[src/rtl/unified_mem_arbiter_pkg.sv]
`default_nettype none
// ============================================================================
// unified_mem_arbiter_pkg : shared state, owner and beat constants
// Rev 1.0
// ============================================================================
package unified_mem_arbiter_pkg;

    typedef enum logic [1:0] {
        ST_IDLE = 2'd0,
        ST_XFER = 2'd1,
        ST_DONE = 2'd2
    } state_t;

    typedef enum logic {
        OWN_IF = 1'b0,
        OWN_DM = 1'b1
    } owner_t;

    localparam int         BYTES_PER_WORD = 4;
    localparam logic [1:0] c_last_beat    = 2'(BYTES_PER_WORD - 1);

    function automatic logic is_misaligned(input logic [1:0] lsb);
        return lsb != 2'b00;
    endfunction

endpackage
`default_nettype wire

[src/rtl/unified_mem_arbiter_if.sv]
`default_nettype none
// ============================================================================
// unified_mem_arbiter_if : processor fetch/load-store ports and byte memory bus
// Rev 1.0
// ============================================================================
interface unified_mem_arbiter_if #(
    parameter int ADDR_W = 5
);
    logic              if_req;
    logic [31:0]       if_addr;
    logic [31:0]       if_rdata;
    logic              if_ack;

    logic              dm_req;
    logic              dm_we;
    logic [31:0]       dm_addr;
    logic [31:0]       dm_wdata;
    logic [31:0]       dm_rdata;
    logic              dm_ack;
    logic              dm_err;

    logic              cpu_stall;

    logic              mem_en;
    logic              mem_we;
    logic [ADDR_W-1:0] mem_addr;
    logic [7:0]        mem_wdata;
    logic [7:0]        mem_rdata;

    modport slave (
        input  if_req, if_addr, dm_req, dm_we, dm_addr, dm_wdata, mem_rdata,
        output if_rdata, if_ack, dm_rdata, dm_ack, dm_err, cpu_stall,
               mem_en, mem_we, mem_addr, mem_wdata
    );

    modport master (
        output if_req, if_addr, dm_req, dm_we, dm_addr, dm_wdata, mem_rdata,
        input  if_rdata, if_ack, dm_rdata, dm_ack, dm_err, cpu_stall,
               mem_en, mem_we, mem_addr, mem_wdata
    );
endinterface
`default_nettype wire

[src/rtl/unified_mem_arbiter_mem_beat_seq.sv]
`default_nettype none
// ============================================================================
// mem_beat_seq : issues four big-endian byte beats and assembles the read word
// Rev 1.0
// ============================================================================
module mem_beat_seq
    import unified_mem_arbiter_pkg::*;
#(
    parameter int ADDR_W = 5
) (
    input  wire logic              clk,
    input  wire logic              rst_n,
    input  wire logic              start,
    input  wire logic [ADDR_W-3:0] base,
    input  wire logic              we,
    input  wire logic [31:0]       wdata,
    output logic                   mem_en,
    output logic                   mem_we,
    output logic [ADDR_W-1:0]      mem_addr,
    output logic [7:0]             mem_wdata,
    input  wire logic [7:0]        mem_rdata,
    output logic                   last,
    output logic [31:0]            word,
    output logic                   valid
);

    logic [ADDR_W-3:0] r_base;
    logic [1:0]        r_beat;
    logic              r_en;
    logic              r_we;
    logic [7:0]        r_wbyte;
    logic [23:0]       r_wsh;
    logic              r_cap;
    logic              r_cap_last;
    logic [23:0]       r_asm;

    always_ff @(posedge clk or negedge rst_n) begin
        if (!rst_n) begin
            r_base     <= '0;
            r_beat     <= 2'd0;
            r_en       <= 1'b0;
            r_we       <= 1'b0;
            r_wbyte    <= 8'h00;
            r_wsh      <= 24'h0;
            r_cap      <= 1'b0;
            r_cap_last <= 1'b0;
            r_asm      <= 24'h0;
        end else begin
            // Memory returns a byte one cycle after each beat
            r_cap      <= r_en;
            r_cap_last <= r_en && (r_beat == c_last_beat);
            if (r_cap) begin
                r_asm <= {r_asm[15:0], mem_rdata};
            end

            if (start) begin
                r_en    <= 1'b1;
                r_we    <= we;
                r_base  <= base;
                r_beat  <= 2'd0;
                r_wbyte <= wdata[31:24];
                r_wsh   <= wdata[23:0];
            end else if (r_en) begin
                if (r_beat == c_last_beat) begin
                    r_en <= 1'b0;
                    r_we <= 1'b0;
                end else begin
                    r_beat  <= r_beat + 2'd1;
                    r_wbyte <= r_wsh[23:16];
                    r_wsh   <= {r_wsh[15:0], 8'h00};
                end
            end
        end
    end

    assign mem_en    = r_en;
    assign mem_we    = r_we;
    assign mem_addr  = {r_base, r_beat};
    assign mem_wdata = r_wbyte;
    assign last      = r_en && (r_beat == c_last_beat);
    // Final byte is taken straight from the memory so the word is ready with ack
    assign word      = {r_asm, mem_rdata};
    assign valid     = r_cap_last;

endmodule
`default_nettype wire

[src/rtl/unified_mem_arbiter.sv]
`default_nettype none
// ============================================================================
// unified_mem_arbiter : arbitrates fetch and load/store onto one byte memory
// Rev 1.0
// ============================================================================
module unified_mem_arbiter
    import unified_mem_arbiter_pkg::*;
#(
    parameter int ADDR_W     = 5,
    parameter bit DATA_FIRST = 1'b1
) (
    input  wire logic             clk,
    input  wire logic             rst_n,
    unified_mem_arbiter_if.slave  bus
);

    state_t      r_state;
    owner_t      r_owner;
    logic        r_if_ack;
    logic        r_dm_ack;
    logic        r_dm_err;
    logic [31:0] r_if_rdata;
    logic [31:0] r_dm_rdata;

    logic              w_grant_dm;
    logic              w_grant_if;
    logic              w_dm_bad;
    logic              w_start;
    logic [ADDR_W-3:0] w_base;
    logic              w_we;
    logic              w_last;
    logic [31:0]       w_word;
    logic              w_valid;
    logic              w_unused_addr;

    assign w_grant_dm = bus.dm_req & (~bus.if_req | DATA_FIRST);
    assign w_grant_if = bus.if_req & ~w_grant_dm;
    assign w_dm_bad   = w_grant_dm & is_misaligned(bus.dm_addr[1:0]);
    assign w_start    = (r_state == ST_IDLE) & (w_grant_if | (w_grant_dm & ~w_dm_bad));
    // Fetch address low bits are dropped, so a misaligned fetch reads its word
    assign w_base     = w_grant_dm ? bus.dm_addr[ADDR_W-1:2] : bus.if_addr[ADDR_W-1:2];
    assign w_we       = w_grant_dm & bus.dm_we;

    assign w_unused_addr = ^{bus.if_addr[31:ADDR_W], bus.if_addr[1:0], bus.dm_addr[31:ADDR_W]};

    mem_beat_seq #(
        .ADDR_W (ADDR_W)
    ) u_seq (
        .clk       (clk),
        .rst_n     (rst_n),
        .start     (w_start),
        .base      (w_base),
        .we        (w_we),
        .wdata     (bus.dm_wdata),
        .mem_en    (bus.mem_en),
        .mem_we    (bus.mem_we),
        .mem_addr  (bus.mem_addr),
        .mem_wdata (bus.mem_wdata),
        .mem_rdata (bus.mem_rdata),
        .last      (w_last),
        .word      (w_word),
        .valid     (w_valid)
    );

    always_ff @(posedge clk or negedge rst_n) begin
        if (!rst_n) begin
            r_state    <= ST_IDLE;
            r_owner    <= OWN_IF;
            r_if_ack   <= 1'b0;
            r_dm_ack   <= 1'b0;
            r_dm_err   <= 1'b0;
            r_if_rdata <= 32'h0;
            r_dm_rdata <= 32'h0;
        end else begin
            case (r_state)
                ST_IDLE: begin
                    if (w_dm_bad) begin
                        r_owner  <= OWN_DM;
                        r_dm_ack <= 1'b1;
                        r_dm_err <= 1'b1;
                        r_state  <= ST_DONE;
                    end else if (w_start) begin
                        r_owner <= w_grant_dm ? OWN_DM : OWN_IF;
                        r_state <= ST_XFER;
                    end
                end
                ST_XFER: begin
                    if (w_last) begin
                        r_if_ack <= (r_owner == OWN_IF);
                        r_dm_ack <= (r_owner == OWN_DM);
                        r_state  <= ST_DONE;
                    end
                end
                ST_DONE: begin
                    // Keep the delivered word so rdata holds after ack drops
                    if (w_valid) begin
                        if (r_owner == OWN_IF) begin
                            r_if_rdata <= w_word;
                        end else begin
                            r_dm_rdata <= w_word;
                        end
                    end
                    r_if_ack <= 1'b0;
                    r_dm_ack <= 1'b0;
                    r_dm_err <= 1'b0;
                    r_state  <= ST_IDLE;
                end
                default: begin
                    r_state <= ST_IDLE;
                end
            endcase
        end
    end

    assign bus.if_ack    = r_if_ack;
    assign bus.dm_ack    = r_dm_ack;
    assign bus.dm_err    = r_dm_err;
    assign bus.if_rdata  = (r_if_ack & w_valid) ? w_word : r_if_rdata;
    assign bus.dm_rdata  = (r_dm_ack & w_valid) ? w_word : r_dm_rdata;
    assign bus.cpu_stall = (bus.if_req & ~r_if_ack) | (bus.dm_req & ~r_dm_ack);

endmodule
`default_nettype wire

[src/flat_wrapper.sv]
// flat-port wrapper written by rule: the top's interface ports become plain ports
module unified_mem_arbiter_flat import unified_mem_arbiter_pkg::*;
#(
    parameter int ADDR_W     = 5,
    parameter bit DATA_FIRST = 1'b1
)
  (clk, rst_n, bus_if_req, bus_if_addr, bus_dm_req, bus_dm_we, bus_dm_addr, bus_dm_wdata, bus_mem_rdata, bus_if_rdata, bus_if_ack, bus_dm_rdata, bus_dm_ack, bus_dm_err, bus_cpu_stall, bus_mem_en, bus_mem_we, bus_mem_addr, bus_mem_wdata);
  unified_mem_arbiter_if #(.ADDR_W(ADDR_W)) bus_i ();
  input  wire logic clk;
  input  wire logic rst_n;
  input wire logic [$bits(bus_i.if_req)-1:0] bus_if_req;
  input wire logic [$bits(bus_i.if_addr)-1:0] bus_if_addr;
  input wire logic [$bits(bus_i.dm_req)-1:0] bus_dm_req;
  input wire logic [$bits(bus_i.dm_we)-1:0] bus_dm_we;
  input wire logic [$bits(bus_i.dm_addr)-1:0] bus_dm_addr;
  input wire logic [$bits(bus_i.dm_wdata)-1:0] bus_dm_wdata;
  input wire logic [$bits(bus_i.mem_rdata)-1:0] bus_mem_rdata;
  output wire logic [$bits(bus_i.if_rdata)-1:0] bus_if_rdata;
  output wire logic [$bits(bus_i.if_ack)-1:0] bus_if_ack;
  output wire logic [$bits(bus_i.dm_rdata)-1:0] bus_dm_rdata;
  output wire logic [$bits(bus_i.dm_ack)-1:0] bus_dm_ack;
  output wire logic [$bits(bus_i.dm_err)-1:0] bus_dm_err;
  output wire logic [$bits(bus_i.cpu_stall)-1:0] bus_cpu_stall;
  output wire logic [$bits(bus_i.mem_en)-1:0] bus_mem_en;
  output wire logic [$bits(bus_i.mem_we)-1:0] bus_mem_we;
  output wire logic [$bits(bus_i.mem_addr)-1:0] bus_mem_addr;
  output wire logic [$bits(bus_i.mem_wdata)-1:0] bus_mem_wdata;
  assign bus_i.if_req = bus_if_req;
  assign bus_i.if_addr = bus_if_addr;
  assign bus_i.dm_req = bus_dm_req;
  assign bus_i.dm_we = bus_dm_we;
  assign bus_i.dm_addr = bus_dm_addr;
  assign bus_i.dm_wdata = bus_dm_wdata;
  assign bus_i.mem_rdata = bus_mem_rdata;
  assign bus_if_rdata = bus_i.if_rdata;
  assign bus_if_ack = bus_i.if_ack;
  assign bus_dm_rdata = bus_i.dm_rdata;
  assign bus_dm_ack = bus_i.dm_ack;
  assign bus_dm_err = bus_i.dm_err;
  assign bus_cpu_stall = bus_i.cpu_stall;
  assign bus_mem_en = bus_i.mem_en;
  assign bus_mem_we = bus_i.mem_we;
  assign bus_mem_addr = bus_i.mem_addr;
  assign bus_mem_wdata = bus_i.mem_wdata;
  unified_mem_arbiter #(.ADDR_W(ADDR_W), .DATA_FIRST(DATA_FIRST)) u_core (.clk(clk), .rst_n(rst_n), .bus(bus_i));
endmodule
[config.mk]
export PLATFORM = sky130hd
export DESIGN_NAME = unified_mem_arbiter_flat
export DESIGN_NICKNAME = d
export VERILOG_FILES = /design/src/rtl/unified_mem_arbiter_pkg.sv /design/src/rtl/unified_mem_arbiter_if.sv /design/src/rtl/unified_mem_arbiter_mem_beat_seq.sv /design/src/rtl/unified_mem_arbiter.sv /design/src/flat_wrapper.sv
export SDC_FILE = /design/constraint.sdc
export NUM_CORES = 1
export LEC_CHECK = 0
export BUFFER_PORTS_ARGS = -buffer_cell sky130_fd_sc_hd__buf_2
export CAP_MARGIN = 40
export CORE_MARGIN = 3
export CORE_UTILIZATION = 52
export CTS_CLUSTER_DIAMETER = 30
export DETAILED_ROUTE_END_ITERATION = 8
export GPL_ROUTABILITY_DRIVEN = 0
export GPL_TIMING_DRIVEN = 1
export PLACE_DENSITY = 0.8
export SLEW_MARGIN = 20
export SYNTH_ARGS = -nofsm -noshare
export SYNTH_HDL_FRONTEND = slang
export SYNTH_SLANG_ARGS = --single-unit
[constraint.sdc]
create_clock -name clk -period 2.04 [get_ports clk]
set_input_delay 0.204 -clock clk [delete_from_list [all_inputs] [get_ports clk]]
set_output_delay 0.204 -clock clk [all_outputs]
set_load 0.02 [all_outputs]
==> results of run 1 <==
cells in the final DEF (no fill, tap or decap), types with 2 or more instances in the layout:
cell           count
mux2_2           138
buf_12             7
clkbuf_1           4
clkbuf_8           2
buf_4              4
and2_1             2
clkinv_2           5
o31ai_1            2
nand2_1           17
bufinv_16          3
inv_1             14
mux2_1            24
mux2_4            45
nor2_1             2
clkbuf_16         17
dlygate4sd3_1      3
buf_2            134
dfrtp_1          135
mux2i_1            9
cells by family (layout without fill, tap and decap cells):
family	Yosys count	in the layout	synth area share
muxes	216	216	0.399
DFF	135	135	0.520
buffers and inverters	41	195	0.0416
and+or+nand+nor	30	30	0.0237
AOI/OAI and AO/OA	9	9	0.0127
adders and majority gates	1	1	0.00193
xor gates and xnor gates	1	1	0.00135
power by group:
part           switching [mW]  internal [mW]  leakage [nW]
Sequential              0.859           3.79          1.72
Combinational            2.46           2.82          2.19
Clock                    1.08           1.98         0.295
area by class of cell:
cell class                      instances  area (um2)
Inverter                               14        52.6
Clock inverter                          9         124
Tap cell                              168         210
Fill cell                             917        4130
Multi-Input combinational cell        257        2870
Timing Repair Buffer                  149         882
Clock buffer                           23         468
Sequential cell                       135        3380
timing repair:
action / CTS / global route
buffers inserted: 0 / 0
hold buffers: 3 / 0
hold endpoints to repair: 39 / 0
sequential cells by signal, summed over array words and instances (netlist names), 2 cells and up:
register                cells
u_core.r_dm_rdata          32
u_core.r_if_rdata          32
u_core.r_state              2
u_core.u_seq.mem_wdata      8
u_core.u_seq.r_asm         24
u_core.u_seq.r_base         3
u_core.u_seq.r_beat         2
u_core.u_seq.r_wsh         24
routing by layer:
| layer | global-route usage | wire, um | up-vias |
|---|---|---|---|
| li1 | - | - | 1828 |
| met1 | 0.240 | 5670 | 2000 |
| met2 | 0.333 | 6450 | 115 |
| met3 | 0.0682 | 835 | 21 |
| met4 | 0.0784 | 233 | 2 |
| met5 | 0 | 13 | - |
how the worst max path moves through the flow:
| stage | end | slack (ps) |
|---|---|---|
| floorplan | u_core.u_seq.r_wsh[12]$_DFFE_PN0P_ | 240 |
| global placement | u_core.u_seq.mem_wdata[2]$_DFFE_PN0P_ | 300 |
| detailed placement | u_core.u_seq.r_wsh[11]$_DFFE_PN0P_ | 260 |
| CTS | bus_if_rdata[15] | 60 |
| global route | bus_dm_rdata[14] | 30 |
| finish | bus_dm_rdata[14] | 90 |
through the flow:
step	area [um2]	util	total power [mW]	setup WS, ps	cells
2_1_floorplan	6500	-	8.56	243	433
4_1_cts	7980	0.659	13.1	62.6	755
5_1_grt	7980	0.659	13.7	25.8	755
6_report	7980	0.659	13.0	94.5	755
3_5_place_dp	7360	0.608	9.98	258	720
3_3_place_gp	7360	0.608	9.74	304	720
==> reports/metrics.csv, run 1 <==
stage;metric;value;unit
floorplanning;coreArea;12100;um2
timing;finalSetupViolations;0;
critical_path;cp_slowest_stage_delay;410;ps
floorplanning;dieWidth;118;um
critical_path;critPathArrivalTime;1740;ps
global_route;grt_use_total;0.200;
timing;hold_viol;0;
hold_path;hp-start;bus_dm_wdata[23];
critical_path;required;1840;ps
floorplanning;start_util;0.536;
critical_path;crit_buf_inv;2;
timing;fin_setup_tns;0;ps
timing;fmax;0.514;GHz
critical_path;reg2reg_to;u_core.u_seq.r_wsh[14]$_DFFE_PN0P_;
yosys;yosysUniqueCellTypes;33;
detailed_routing;dr_total_vias;3966;
clock_network;cts_made_buffers;17;
placed_design;dp_hpwl;8710;um
yosys;yosysMostFrequentCell;mux2_2;
critical_path;reg2reg_depth;5;
timing;fin_crit_sh;0.954;
yosys;syn_nets;543;
detailed_routing;drt-pass1-iter-count;4;
global_route;overflow;0;
timing;worst_pin_slew;582;ps
global_route;antenna_found_initial;1;
pwr;leakage;4.21;nW
critical_path;r2r-start;u_core.u_seq.r_beat[0]$_DFFE_PN0P_;
timing;max_slew_margin;0.610;
clock_network;cts_tree;yes;
yosys;syn_inst;433;
yosys;synth_common_cells;mux2_2, dfrtp_1, mux2_4;
yosys;yosysTopAreaCell;dfrtp_1;
global_route;grt_pass1_wl;22100;um
clock_network;cts_root_buffer;clkbuf_16;
clock_network;htree_levels;4;
clock_network;cts_buffer_depth;2;
hold_path;holdPathStages;2;
critical_path;path_cells;nand2_1 -> buf_12 -> mux2_2 -> buf_2;
yosys;syn_area_per_cell;15.0;um2
floorplanning;io_pins;192;
detailed_routing;routed_wl;13200;um
critical_path;crit_type;reg -> out;
clock_network;cts.sinks;135;
pwr;ir_worst_vdd;0.000784;V
critical_path;critical_path.max_fanout;32;
yosys;ys_ff_latch;135;
hold_path;hp-class;in -> reg;
yosys;ys_seq_area_frac;0.520;
finish;drive_gt1_frac;0.618;
finish;nets;684;
finish;area_delta_synth_final;22.8;%
clock_network;clock_latency;410;ps
critical_path;cpMaxStageDelayCell;dfrtp_1;
timing;timing.clock.skew;4.92;ps
floorplanning;fp.dieArea;13900;um2
critical_path;cp_num_cells;4;
floorplanning;rows;40;
global_route;grt_pass1_vias;4335;
detailed_routing;drc_errors;0;
detailed_routing;wire_per_inst;17.5;um
job;maxCapViolations;0;
hold_path;min_to;u_core.u_seq.r_wsh[23]$_DFFE_PN0P_;
global_route;grt_start_max_net_pins;50;
clock_network;clkSlewWorstSetupHoldPaths;50;ps
critical_path;reg2reg_slack;300;ps
critical_path;start_kind;register;
detailed_routing;via_per_inst;5.25;
yosys;async_flop_share;1.00;
pwr;powerDensity;1630;nW/um2
timing;finalMaxSlewViolations;0;
detailed_routing;ant_nets;0;
clock_network;cts_resized;0;
yosys;ys.flop_type;dfrtp_1;
yosys;yosys_warnings;0;
yosys;synth-edff-count;0;
yosys;synth_top_area_frac;0.520;
timing;grt_setup_unrepaired;no;
timing;hold-worst-slack;20.4;ps
critical_path;worstSetupEndpointType;output pin;
floorplanning;dieHeight;118;um
timing;fin_crit;1950;ps
outcome;run_status;finished, final reports clean;
critical_path;critPathLaunch;u_core.u_seq.valid$_DFF_PN0_;
critical_path;cp_top_family;flip-flops;
finish;antenna_cells;0;
placed_design;port_buffers;135;
detailed_routing;first_iter_violations;107;
yosys;ys_top_cells_by_area;dfrtp_1, mux2_2, mux2_4;
yosys;syn_area;6500;um2
(Power assumes the default switching activity.)
==> run 2: changes to the inputs <==
RECOVER_POWER = 25   (was not set)
==> reports/metrics.csv, run 2 (synthesis results as in run 1) <==
stage;metric;value;unit
hold_path;hp-class;in -> reg;
global_route;grt_pass1_wl;22100;um
global_route;overflow;0;
placed_design;dp_hpwl;8710;um
finish;fin_util;0.658;
pwr;leakage;4.20;nW
critical_path;worstSetupEndpointType;output pin;
floorplanning;dieHeight;118;um
detailed_routing;drt-pass1-iter-count;4;
critical_path;path_cells;nand2_1 -> buf_12 -> mux2_2 -> buf_2;
critical_path;cp_slowest_stage_delay;410;ps
timing;hold_viol;0;
clock_network;cts.sinks;135;
finish;mostFrequentLayoutCell;mux2_2;
timing;max_slew_margin;0.343;
floorplanning;dieWidth;118;um
critical_path;critPathLaunch;u_core.u_seq.valid$_DFF_PN0_;
global_route;antenna_found_initial;1;
clock_network;cts_root_buffer;clkbuf_16;
timing;fin_crit_sh;0.954;
floorplanning;rows;40;
critical_path;reg2reg_slack;300;ps
global_route;grt_start_max_net_pins;50;
timing;timing.clock.skew;4.76;ps
hold_path;hp-start;bus_dm_wdata[23];
finish;nets;684;
critical_path;crit_buf_inv;2;
timing;fin_setup_tns;0;ps
detailed_routing;ant_nets;0;
clock_network;cts_buffer_depth;2;
finish;drive_gt1_frac;0.618;
detailed_routing;wire_per_inst;17.5;um
timing;fin_crit;1950;ps
clock_network;htree_levels;4;
pwr;powerDensity;1630;nW/um2
critical_path;critical_path.max_fanout;32;
detailed_routing;dr_total_vias;3973;
global_route;grt_use_total;0.200;
outcome;run_status;finished, final reports clean;
critical_path;cpMaxStageDelayCell;dfrtp_1;
critical_path;required;1840;ps
finish;mostFrequentLayoutCells;mux2_2, dfrtp_1, buf_2;
critical_path;crit_type;reg -> out;
timing;finalSetupViolations;0;
clock_network;clkSlewWorstSetupHoldPaths;60;ps
finish;area_delta_synth_final;22.7;%
timing;fmax;0.514;GHz
critical_path;critPathArrivalTime;1740;ps
clock_network;post-cts-setup-buffers;0;
detailed_routing;first_iter_violations;111;
pwr;ir_worst_vdd;0.000784;V
critical_path;r2r-start;u_core.u_seq.r_beat[0]$_DFFE_PN0P_;
detailed_routing;drc_errors;0;
global_route;grt_pass1_vias;4335;
timing;grt_setup_unrepaired;no;
critical_path;start_kind;register;
floorplanning;fp.dieArea;13900;um2
finish;antenna_cells;0;
timing;finalMaxSlewViolations;0;
clock_network;cts_tree;yes;
detailed_routing;via_per_inst;5.26;
detailed_routing;routed_wl;13200;um
critical_path;cp_top_family;flip-flops;
timing;worst_pin_slew;985;ps
clock_network;cts_made_buffers;17;
finish;top_regs;u_core.r_dm_rdata (32), u_core.r_if_rdata (32);
finish;fillers;918;
job;maxCapViolations;0;
clock_network;clock_latency;410;ps
placed_design;port_buffers;135;
floorplanning;start_util;0.536;
floorplanning;io_pins;192;
floorplanning;coreArea;12100;um2
[run 2: cell count changes in the layout (fill, tap and decap cells not counted)]
cell and change:
buf_4 -1, buf_6 -1, clkbuf_2 +2
[run 2: final timing paths]
| kind | endpoint | depth (start not counted) |
|---|---|---|
| worst max-delay path | bus_dm_rdata[14] | 4 |
| worst min-delay path | u_core.u_seq.r_wsh[23]$_DFFE_PN0P_ | 2 |
| worst max register to register | u_core.u_seq.r_wsh[14]$_DFFE_PN0P_ | 5 |
| worst min register to register | u_core.u_seq.r_cap$_DFF_PN0_ | 0 |
| max in group asynchronous | u_core.r_dm_rdata[31]$_DFFE_PN0P_ | 3 |
| min in group asynchronous | u_core.r_dm_rdata[4]$_DFFE_PN0P_ | 2 |
[run 2: cell type report]
| class | count | area (um2) | area share |
|---|---|---|---|
| sequential | 135 | 3380 | 0.424 |
| multi-input combinational | 257 | 2870 | 0.359 |
| timing repair buffer | 149 | 873 | 0.110 |
| clock buffer | 23 | 468 | 0.0587 |
| tap | 168 | 210 | 0.0264 |
| clock inverter | 9 | 124 | 0.0155 |
| inverter | 14 | 52.6 | 0.00659 |
[run 2: repair_timing]
item,4_1_cts,5_1_grt
gates resized for setup,0,0
hold buffers,3,0
endpoints found under the setup margin,0,0
endpoints found under the hold margin,39,0
[run 2: metal layers]
layer,up-vias,share of wire,global-route usage
li1,1830,-,-
met2,115,0.49,0.333
met1,2005,0.43,0.240
met5,-,0.00099,0
met3,21,0.063,0.0682
met4,2,0.018,0.0784
[run 2: power by group]
part | switching [mW] | internal (mW) | total, mW
Clock | 1.08 | 1.98 | 3.05
Sequential | 0.857 | 3.79 | 4.64
Combinational | 2.46 | 2.82 | 5.28
[run 2: stage by stage]
step | total power [mW] | std cells | area, um2 | worst slack (ps) | hold WS, ps
floorplan | 8.56 | 433 | 6500 | 243 | -91.6
global placement | 9.74 | 720 | 7360 | 304 | 128
detailed placement | 9.98 | 720 | 7360 | 258 | 132
CTS | 13.1 | 755 | 7980 | 62.6 | 0.543
global route | 13.7 | 755 | 7970 | 25.8 | 2.08
finish | 13.0 | 755 | 7970 | 94.8 | 20.3
